$ cat src/rtl/fp_pkg.sv
// fp_pkg: shared types and constants for the FP multiplier slice.
//   fp_class_e   operand class after unpack (subnormals fold into FP_ZERO)
//   FLG_*        bit positions inside the 4-bit flags word
//   fp_bias      exponent bias for a given exponent width
//   fp_qnan      canonical quiet NaN, returned LSB-aligned in a 128-bit word
package fp_pkg;

  typedef enum logic [1:0] {FP_ZERO, FP_NORM, FP_INF, FP_NAN} fp_class_e;

  localparam int FLG_INV = 3;
  localparam int FLG_OVF = 2;
  localparam int FLG_UNF = 1;
  localparam int FLG_INX = 0;

  function automatic int fp_bias(input int exp_w);
    return (1 << (exp_w - 1)) - 1;
  endfunction

  // {0, all-ones exponent, 1, zeros}; caller slices [W-1:0]
  function automatic logic [127:0] fp_qnan(input int exp_w, input int man_w);
    logic [127:0] r;
    r = '0;
    for (int i = man_w - 1; i < man_w + exp_w; i++) r[i] = 1'b1;
    return r;
  endfunction

endpackage

$ cat src/rtl/fp_unpack.sv
// fp_unpack: combinational field split and classification of one operand.
//   x     packed operand {sign, exponent, fraction}
//   sign  sign bit
//   ex    biased exponent (forced to 0 for flushed subnormals)
//   sig   significand with hidden bit (0 for zero/subnormal)
//   cls   FP_ZERO / FP_NORM / FP_INF / FP_NAN
//   snan  operand is a signalling NaN (fraction MSB clear)
module fp_unpack
  import fp_pkg::*;
#(
  parameter int EXP_W = 8,
  parameter int MAN_W = 23
) (
  input  logic [EXP_W+MAN_W:0] x,
  output logic                 sign,
  output logic [EXP_W-1:0]     ex,
  output logic [MAN_W:0]       sig,
  output fp_class_e            cls,
  output logic                 snan
);

  logic [EXP_W-1:0] e;
  logic [MAN_W-1:0] f;

  assign e = x[EXP_W+MAN_W-1:MAN_W];
  assign f = x[MAN_W-1:0];

  always_comb begin
    sign = x[EXP_W+MAN_W];
    ex   = e;
    sig  = {1'b1, f};
    cls  = FP_NORM;
    snan = 1'b0;
    if (e == '1) begin
      if (f == '0) begin
        cls = FP_INF;
      end else begin
        cls  = FP_NAN;
        snan = ~f[MAN_W-1];
      end
    end else if (e == '0) begin
      // zero and subnormal both become signed zero
      cls = FP_ZERO;
      ex  = '0;
      sig = '0;
    end
  end

endmodule

$ cat src/rtl/fp_mul_pipe.sv
// fp_mul_pipe: 3-stage pipelined IEEE-754 multiplier with valid/ready.
//   S1 unpack/classify + special-case resolution
//   S2 significand product, exponent sum, sign
//   S3 normalize, round, range check, pack (registered output)
// Ports:
//   clk, rst            clock, synchronous active-high reset
//   in_valid/in_ready   operand handshake (a, b)
//   out_valid/out_ready result handshake (result, flags)
//   flags               {invalid, overflow, underflow, inexact}
// Build option: define FP_MUL_RNE_EN for round-to-nearest-even,
// otherwise the result is truncated (round toward zero).
// Any output stall freezes every stage, so in_ready = ~stall.
module fp_mul_pipe
  import fp_pkg::*;
#(
  parameter int EXP_W = 8,
  parameter int MAN_W = 23,
  parameter int W     = 1 + EXP_W + MAN_W
) (
  input  logic         clk,
  input  logic         rst,
  input  logic         in_valid,
  output logic         in_ready,
  input  logic [W-1:0] a,
  input  logic [W-1:0] b,
  output logic         out_valid,
  input  logic         out_ready,
  output logic [W-1:0] result,
  output logic [3:0]   flags
);

  localparam int STAGES = 3;
  localparam int PW     = 2 * MAN_W + 2;
  localparam int XW     = EXP_W + 2;

  localparam logic [127:0]   QNAN_WIDE = fp_qnan(EXP_W, MAN_W);
  localparam logic [W-1:0]   QNAN      = QNAN_WIDE[W-1:0];
  localparam logic [XW-1:0]  BIAS_X    = XW'(fp_bias(EXP_W));
  localparam logic [XW-1:0]  EXP_MAX   = XW'((1 << EXP_W) - 1);

  typedef struct packed {
    logic             sa;
    logic             sb;
    logic [EXP_W-1:0] ea;
    logic [EXP_W-1:0] eb;
    logic [MAN_W:0]   ma;
    logic [MAN_W:0]   mb;
    logic             spec;
    logic [W-1:0]     spec_res;
    logic [3:0]       spec_flg;
  } s1_t;

  typedef struct packed {
    logic             sign;
    logic [XW-1:0]    ex;     // signed exponent, carried as raw bits
    logic [PW-1:0]    prod;
    logic             spec;
    logic [W-1:0]     spec_res;
    logic [3:0]       spec_flg;
  } s2_t;

  logic [STAGES:1] vld_pipe;
  logic            stall;
  logic            accept;
  s1_t             s1, s1_d;
  s2_t             s2, s2_d;

  assign out_valid = vld_pipe[STAGES];
  assign stall     = out_valid & ~out_ready;
  assign in_ready  = ~stall;
  assign accept    = in_valid & in_ready;

  // ---------------- S1: unpack / classify ----------------
  logic             sa, sb, sn_a, sn_b;
  logic [EXP_W-1:0] ea, eb;
  logic [MAN_W:0]   ma, mb;
  fp_class_e        ca, cb;

  fp_unpack #(.EXP_W(EXP_W), .MAN_W(MAN_W)) u_unpack_a (
    .x(a), .sign(sa), .ex(ea), .sig(ma), .cls(ca), .snan(sn_a)
  );
  fp_unpack #(.EXP_W(EXP_W), .MAN_W(MAN_W)) u_unpack_b (
    .x(b), .sign(sb), .ex(eb), .sig(mb), .cls(cb), .snan(sn_b)
  );

  always_comb begin
    s1_d          = '0;
    s1_d.sa       = sa;
    s1_d.sb       = sb;
    s1_d.ea       = ea;
    s1_d.eb       = eb;
    s1_d.ma       = ma;
    s1_d.mb       = mb;
    // NaN outranks inf*0, which outranks inf, which outranks zero
    if (ca == FP_NAN || cb == FP_NAN) begin
      s1_d.spec              = 1'b1;
      s1_d.spec_res          = QNAN;
      s1_d.spec_flg[FLG_INV] = (ca == FP_NAN && sn_a) || (cb == FP_NAN && sn_b);
    end else if ((ca == FP_INF && cb == FP_ZERO) || (ca == FP_ZERO && cb == FP_INF)) begin
      s1_d.spec              = 1'b1;
      s1_d.spec_res          = QNAN;
      s1_d.spec_flg[FLG_INV] = 1'b1;
    end else if (ca == FP_INF || cb == FP_INF) begin
      s1_d.spec     = 1'b1;
      s1_d.spec_res = {sa ^ sb, {EXP_W{1'b1}}, {MAN_W{1'b0}}};
    end else if (ca == FP_ZERO || cb == FP_ZERO) begin
      s1_d.spec     = 1'b1;
      s1_d.spec_res = {sa ^ sb, {(W-1){1'b0}}};
    end
  end

  // ---------------- S2: multiply ----------------
  always_comb begin
    s2_d          = '0;
    s2_d.sign     = s1.sa ^ s1.sb;
    s2_d.ex       = $unsigned($signed({2'b00, s1.ea}) + $signed({2'b00, s1.eb})
                              - $signed(BIAS_X));
    s2_d.prod     = {{(MAN_W+1){1'b0}}, s1.ma} * {{(MAN_W+1){1'b0}}, s1.mb};
    s2_d.spec     = s1.spec;
    s2_d.spec_res = s1.spec_res;
    s2_d.spec_flg = s1.spec_flg;
  end

  // ---------------- S3: normalize / round / pack ----------------
  logic [PW-1:0]      pn;
  logic               msb, guard, sticky, inc, carry;
  logic [MAN_W:0]     sig;
  logic [MAN_W+1:0]   sig_r;
  logic [MAN_W-1:0]   frac;
  logic signed [XW-1:0] e_n, e_r;
  logic [W-1:0]       res_d;
  logic [3:0]         flg_d;

  always_comb begin
    msb    = s2.prod[PW-1];
    // product lies in [1,4): align so the leading one sits at the MSB
    pn     = msb ? s2.prod : (s2.prod << 1);
    e_n    = $signed(s2.ex) + $signed({{(XW-1){1'b0}}, msb});
    sig    = pn[PW-1:MAN_W+1];
    guard  = pn[MAN_W];
    sticky = |pn[MAN_W-1:0];
`ifdef FP_MUL_RNE_EN
    inc    = guard & (sticky | sig[0]);
`else
    inc    = 1'b0;
`endif
    sig_r  = {1'b0, sig} + {{(MAN_W+1){1'b0}}, inc};
    carry  = sig_r[MAN_W+1];
    // on carry-out the significand is exactly 2.0, so the fraction is zero
    frac   = carry ? sig_r[MAN_W:1] : sig_r[MAN_W-1:0];
    e_r    = e_n + $signed({{(XW-1){1'b0}}, carry});

    res_d  = {s2.sign, e_r[EXP_W-1:0], frac};
    flg_d  = '0;
    flg_d[FLG_INX] = guard | sticky;
    if (s2.spec) begin
      res_d = s2.spec_res;
      flg_d = s2.spec_flg;
    end else if (!e_r[XW-1] && e_r >= $signed(EXP_MAX)) begin
      res_d          = {s2.sign, {EXP_W{1'b1}}, {MAN_W{1'b0}}};
      flg_d[FLG_OVF] = 1'b1;
      flg_d[FLG_INX] = 1'b1;
    end else if (e_r[XW-1] || e_r == '0) begin
      // both operands were normal, so the true value is never zero here
      res_d          = {s2.sign, {(W-1){1'b0}}};
      flg_d[FLG_UNF] = 1'b1;
      flg_d[FLG_INX] = 1'b1;
    end
  end

  // ---------------- pipeline registers ----------------
  always_ff @(posedge clk) begin
    if (rst) begin
      vld_pipe <= '0;
      s1       <= '0;
      s2       <= '0;
      result   <= '0;
      flags    <= '0;
    end else if (!stall) begin
      vld_pipe <= {vld_pipe[STAGES-1:1], accept};
      if (accept)      s1 <= s1_d;
      if (vld_pipe[1]) s2 <= s2_d;
      if (vld_pipe[2]) begin
        result <= res_d;
        flags  <= flg_d;
      end
    end
  end

endmodule

$ cat config.mk
export PLATFORM = sky130hd
export DESIGN_NAME = fp_mul_pipe
export DESIGN_NICKNAME = d
export VERILOG_FILES = /design/src/rtl/fp_pkg.sv /design/src/rtl/fp_unpack.sv /design/src/rtl/fp_mul_pipe.sv
export SDC_FILE = /design/constraint.sdc
export NUM_CORES = 2
export LEC_CHECK = 0
export ABC_AREA = 1
export CORE_UTILIZATION = 55
export DETAILED_ROUTE_END_ITERATION = 10
export MAX_ROUTING_LAYER = met4
export PLACE_DENSITY_LB_ADDON = 0.3
export SKIP_LAST_GASP = 1
export SYNTH_ARGS = -nofsm -noshare
export SYNTH_HDL_FRONTEND = slang
export SYNTH_SLANG_ARGS = --single-unit
$ cat constraint.sdc
create_clock -name clk -period 10.9 [get_ports clk]
set_input_delay 1.635 -clock clk [delete_from_list [all_inputs] [get_ports clk]]
set_output_delay 1.635 -clock clk [all_outputs]
set_load 0.01 [all_outputs]
==> reports/summary.log <==
qor: status.status complete, no violations
qor: floorplan.io_pins 106
qor: worst_setup_path.startpoint_class_of_the_critical_path flop
qor: yosys.ys_warn_count 0
qor: route.detailroute.wirelength.met3 6.13 mm
qor: timing.fin_crit 7.09 ns
qor: floorplan.floorplan.die.width 231 um
qor: route.first_iter_violations 1898
qor: pwr.power_density 76.9 mW/mm^2
qor: global_routing.first_global_vias 23900
qor: job.max_cap_violations 0
qor: finish.finish.cell_count_without_fillers 4683
qor: pwr.power.static_leakage 0.0175 uW
qor: timing.worst_pin_slew 1.17 ns
qor: clocking.ctsLongestPathBuffers 2
qor: timing.slew_headroom 0.222
qor: timing.timing.final.crit_share 0.651
qor: timing.achievable_freq 141 MHz
qor: yosys.syn_area 0.0287 mm^2
qor: yosys.yosysUniqueCellTypes 45
qor: finish.mostFrequentLayoutCells 1133 x sky130_fd_sc_hd__inv_1, 1109 x sky130_fd_sc_hd__nand2_1, 483 x sky130_fd_sc_hd__fa_1
qor: finish.flow.area_growth_from_synthesis 6.80%
qor: clocking.cts_setup_buffers 0
qor: clocking.cts_num_sinks 174
qor: yosys.post_synth_xor_area_fraction 0.00823
qor: timing.worst_clock_skew 0.0157 ns
qor: finish.finalNetCount 4731
qor: floorplan.placementRows 83
qor: yosys.synth_compound_area_frac 0.0609
qor: timing.setup_viol 0
qor: yosys.post_synth_fa_ha_maj_area_fraction 0.420
qor: placement.port_buf_inserts 105
qor: worst_setup_path.timing.critical_path.to_type flop
qor: route.dr_total_vias 24100
qor: floorplan.die-area 0.0531 mm^2
qor: yosys.ys_seq_elements 174
qor: worst_setup_path.cp.arrival 7.50 ns
qor: route.top_layer met4
qor: finish.layout_commonest_cell sky130_fd_sc_hd__inv_1
qor: clocking.cts_tree done
qor: route.first_pass_iteration_count_of_the_detailed_router 5
qor: floorplan.floorplan.initialDensity 0.559
qor: yosys.number_of_enable_type_register_cells_in_the_synthesized_netlist 0
qor: yosys.yosys.area_share.simple 0.210
qor: route.number_of_remaining_drc_errors 0
qor: finish.drive_gt1_frac 0.0327
qor: placement.place.detailed.instances 4650
qor: global_routing.grtUsageTotal 0.307
qor: clocking.cts_made_buffers 17
qor: route.wirelength_met1 33.4 mm
qor: timing.tns 0 ns
qor: yosys.synth.avg_cell_area 7.12 um^2
qor: worst_setup_path.critical_path_peak_fanout 25
qor: global_routing.antenna_found_initial 1
qor: timing.final.hold.worst_slack 0.461 ns
qor: yosys.synth_mux_area_frac 0
qor: clocking.cts.reportedPaths.clkPinSlew 0.08 ns
qor: clocking.clock_latency 0.46 ns
qor: global_routing.overflow 0
qor: yosys.sequential_fraction_of_the_synthesis_area 0.121
qor: clocking.post_cts_resized 0
qor: route.drt-wirelength-per-cell 16.1 um
qor: floorplan.die-height 231 um
qor: route.antenna_left 0
qor: timing.rsz0062_at_grt false
qor: clocking.h-tree-depth 4
qor: clocking.clockRootBuffer sky130_fd_sc_hd__clkbuf_16
qor: yosys.synthesis.instances 4036
qor: global_routing.grt_max_degree 93
qor: worst_setup_path.worst_r2r_path_depth 25
qor: finish.n_fill_cell 4761
qor: clocking.total_of_hold_buffers_inserted_after_clock_tree_synthesis 0
qor: route.met2_length 34.1 mm
qor: floorplan.fp.coreArea 0.0514 mm^2
qor: placement.hpwlAfterDp 61.0 mm
qor: min_path.hp-class reg2reg
qor: route.detail_route.wirelength 75.2 mm
qor: finish.final_core_util 0.597
qor: worst_setup_path.critical_path_required 11.30 ns
qor: pwr.power.ir.vdd_worst 0.114 mV
qor: min_path.worstHoldPathCells 2
qor: worst_setup_path.crit_type reg2reg
qor: yosys.synth_nets 4778
qor: timing.final-hold-violation-count 0
qor: yosys.synth_top_family_by_area adder cells
qor: route.drt-vias-per-instance 5.15
qor: yosys.synthFlopType sky130_fd_sc_hd__dfxtp_1
qor: yosys.share_of_flip_flops_with_an_asynchronous_set_or_reset 0
qor: timing.final_max_tran_viols 0
qor: global_routing.grt_pass1_wl 125 mm
qor: placement.routabilityCongestion 0.987
[final cells by class]
type                       instances  area [um^2]  area share
multi-input combinational       2515        20100       0.655
inverter                        1138         4270       0.139
timing repair buffer             143         1330      0.0435
antenna                            1         2.50   0.0000816
sequential                       174         3480       0.114
tap                              680          851      0.0277
clock inverter                    15          210     0.00685
clock buffer                      17          425      0.0139
[Yosys cell counts (2+ instances only)]
cell type	instances	area (um^2)
sky130_fd_sc_hd__inv_1	1134	4260
sky130_fd_sc_hd__nand2_1	1111	4170
sky130_fd_sc_hd__fa_1	483	9670
sky130_fd_sc_hd__nor2_1	202	758
sky130_fd_sc_hd__ha_1	191	2390
sky130_fd_sc_hd__clkbuf_1	185	694
sky130_fd_sc_hd__dfxtp_1	174	3480
sky130_fd_sc_hd__a21oi_1	169	846
sky130_fd_sc_hd__nand3_1	128	641
sky130_fd_sc_hd__o21ai_0	77	385
sky130_fd_sc_hd__a211oi_1	24	180
sky130_fd_sc_hd__xor2_1	22	193
sky130_fd_sc_hd__nand3_2	21	210
sky130_fd_sc_hd__a21oi_2	20	175
sky130_fd_sc_hd__nand4_1	15	93.8
sky130_fd_sc_hd__nor3_1	8	40.0
sky130_fd_sc_hd__buf_1	7	26.3
sky130_fd_sc_hd__a21o_1	6	45.0
sky130_fd_sc_hd__buf_6	5	56.3
sky130_fd_sc_hd__xnor2_1	5	43.8
sky130_fd_sc_hd__buf_2	4	20.0
sky130_fd_sc_hd__dlygate4sd1_1	4	35.0
sky130_fd_sc_hd__o21bai_1	4	30.0
sky130_fd_sc_hd__a31oi_1	3	18.8
sky130_fd_sc_hd__and2_1	3	18.8
sky130_fd_sc_hd__nand2_2	3	18.8
sky130_fd_sc_hd__nand3b_1	3	22.5
sky130_fd_sc_hd__nor2_2	3	18.8
sky130_fd_sc_hd__or2_2	3	18.8
sky130_fd_sc_hd__clkbuf_8	2	27.5
sky130_fd_sc_hd__inv_2	2	7.51
sky130_fd_sc_hd__o221ai_1	2	17.5
[registers in the layout, indices dropped and copies added, names as in the netlist]
name and count:
vld_pipe 3, msb 1, result 32, s1 71, s2 63, flags 4
[routing by layer]
metal  GRT usage  vias up
li1            -    11500
met1       0.423    11700
met2       0.469      912
met3      0.0577       94
met4      0.0737        0
met5           -        -
[where the power goes]
group | internal [uW] | switching, uW
Sequential | 674 | 59.7
Combinational | 344 | 616
Clock | 336 | 331
Total | 1350 | 1010
[cells by family after synthesis]
kind of cell	Yosys count
compound gates	310
xor+xnor	27
fa+ha+maj	674
buf+inv	1347
flops	174
simple gates	1504
[critical path: stages (launching register included)]
cell and delay (ns):
sky130_fd_sc_hd__dfxtp_1 1.08, sky130_fd_sc_hd__nand2_1 0.21, sky130_fd_sc_hd__fa_1 0.59, sky130_fd_sc_hd__inv_1 0.05, sky130_fd_sc_hd__fa_1 0.48, sky130_fd_sc_hd__inv_1 0.06
sky130_fd_sc_hd__fa_1 0.54, sky130_fd_sc_hd__inv_1 0.06, sky130_fd_sc_hd__fa_1 0.53, sky130_fd_sc_hd__inv_1 0.07, sky130_fd_sc_hd__fa_1 0.53, sky130_fd_sc_hd__inv_1 0.05
sky130_fd_sc_hd__fa_1 0.48, sky130_fd_sc_hd__inv_1 0.05, sky130_fd_sc_hd__fa_1 0.48, sky130_fd_sc_hd__inv_1 0.05, sky130_fd_sc_hd__ha_1 0.35, sky130_fd_sc_hd__nand2_1 0.12
sky130_fd_sc_hd__nor2_1 0.25, sky130_fd_sc_hd__nand2_1 0.11, sky130_fd_sc_hd__nor2_1 0.10, sky130_fd_sc_hd__nand2_1 0.05, sky130_fd_sc_hd__nand3_1 0.17, sky130_fd_sc_hd__xor2_1 0.38
sky130_fd_sc_hd__o21ai_0 0.13, sky130_fd_sc_hd__inv_1 0.07
[through the flow]
step / area (um^2) / setup slack [ns] / total power [uW]
finish: 30700 / 3.81 / 2360
floorplan: 28700 / 4.90 / 1370
CTS: 30700 / 3.89 / 2360
global route: 30700 / 3.50 / 2520
global placement: 30000 / 3.98 / 1680
detailed placement: 30000 / 3.97 / 1690
[path summary, 6_finish.rpt]
kind / slack (ns) / end / from
min reg2reg: 0.46 / s1[100]$_SDFFE_PP0P_ / s1[100]$_SDFFE_PP0P_
min: 0.46 / s1[100]$_SDFFE_PP0P_ / s1[100]$_SDFFE_PP0P_
max reg2reg: 3.81 / s2[62]$_SDFFE_PP0P_ / s1[74]$_SDFFE_PP0P_
max: 3.81 / s2[62]$_SDFFE_PP0P_ / s1[74]$_SDFFE_PP0P_
No activity file was read; power rests on OpenSTA's default activity.
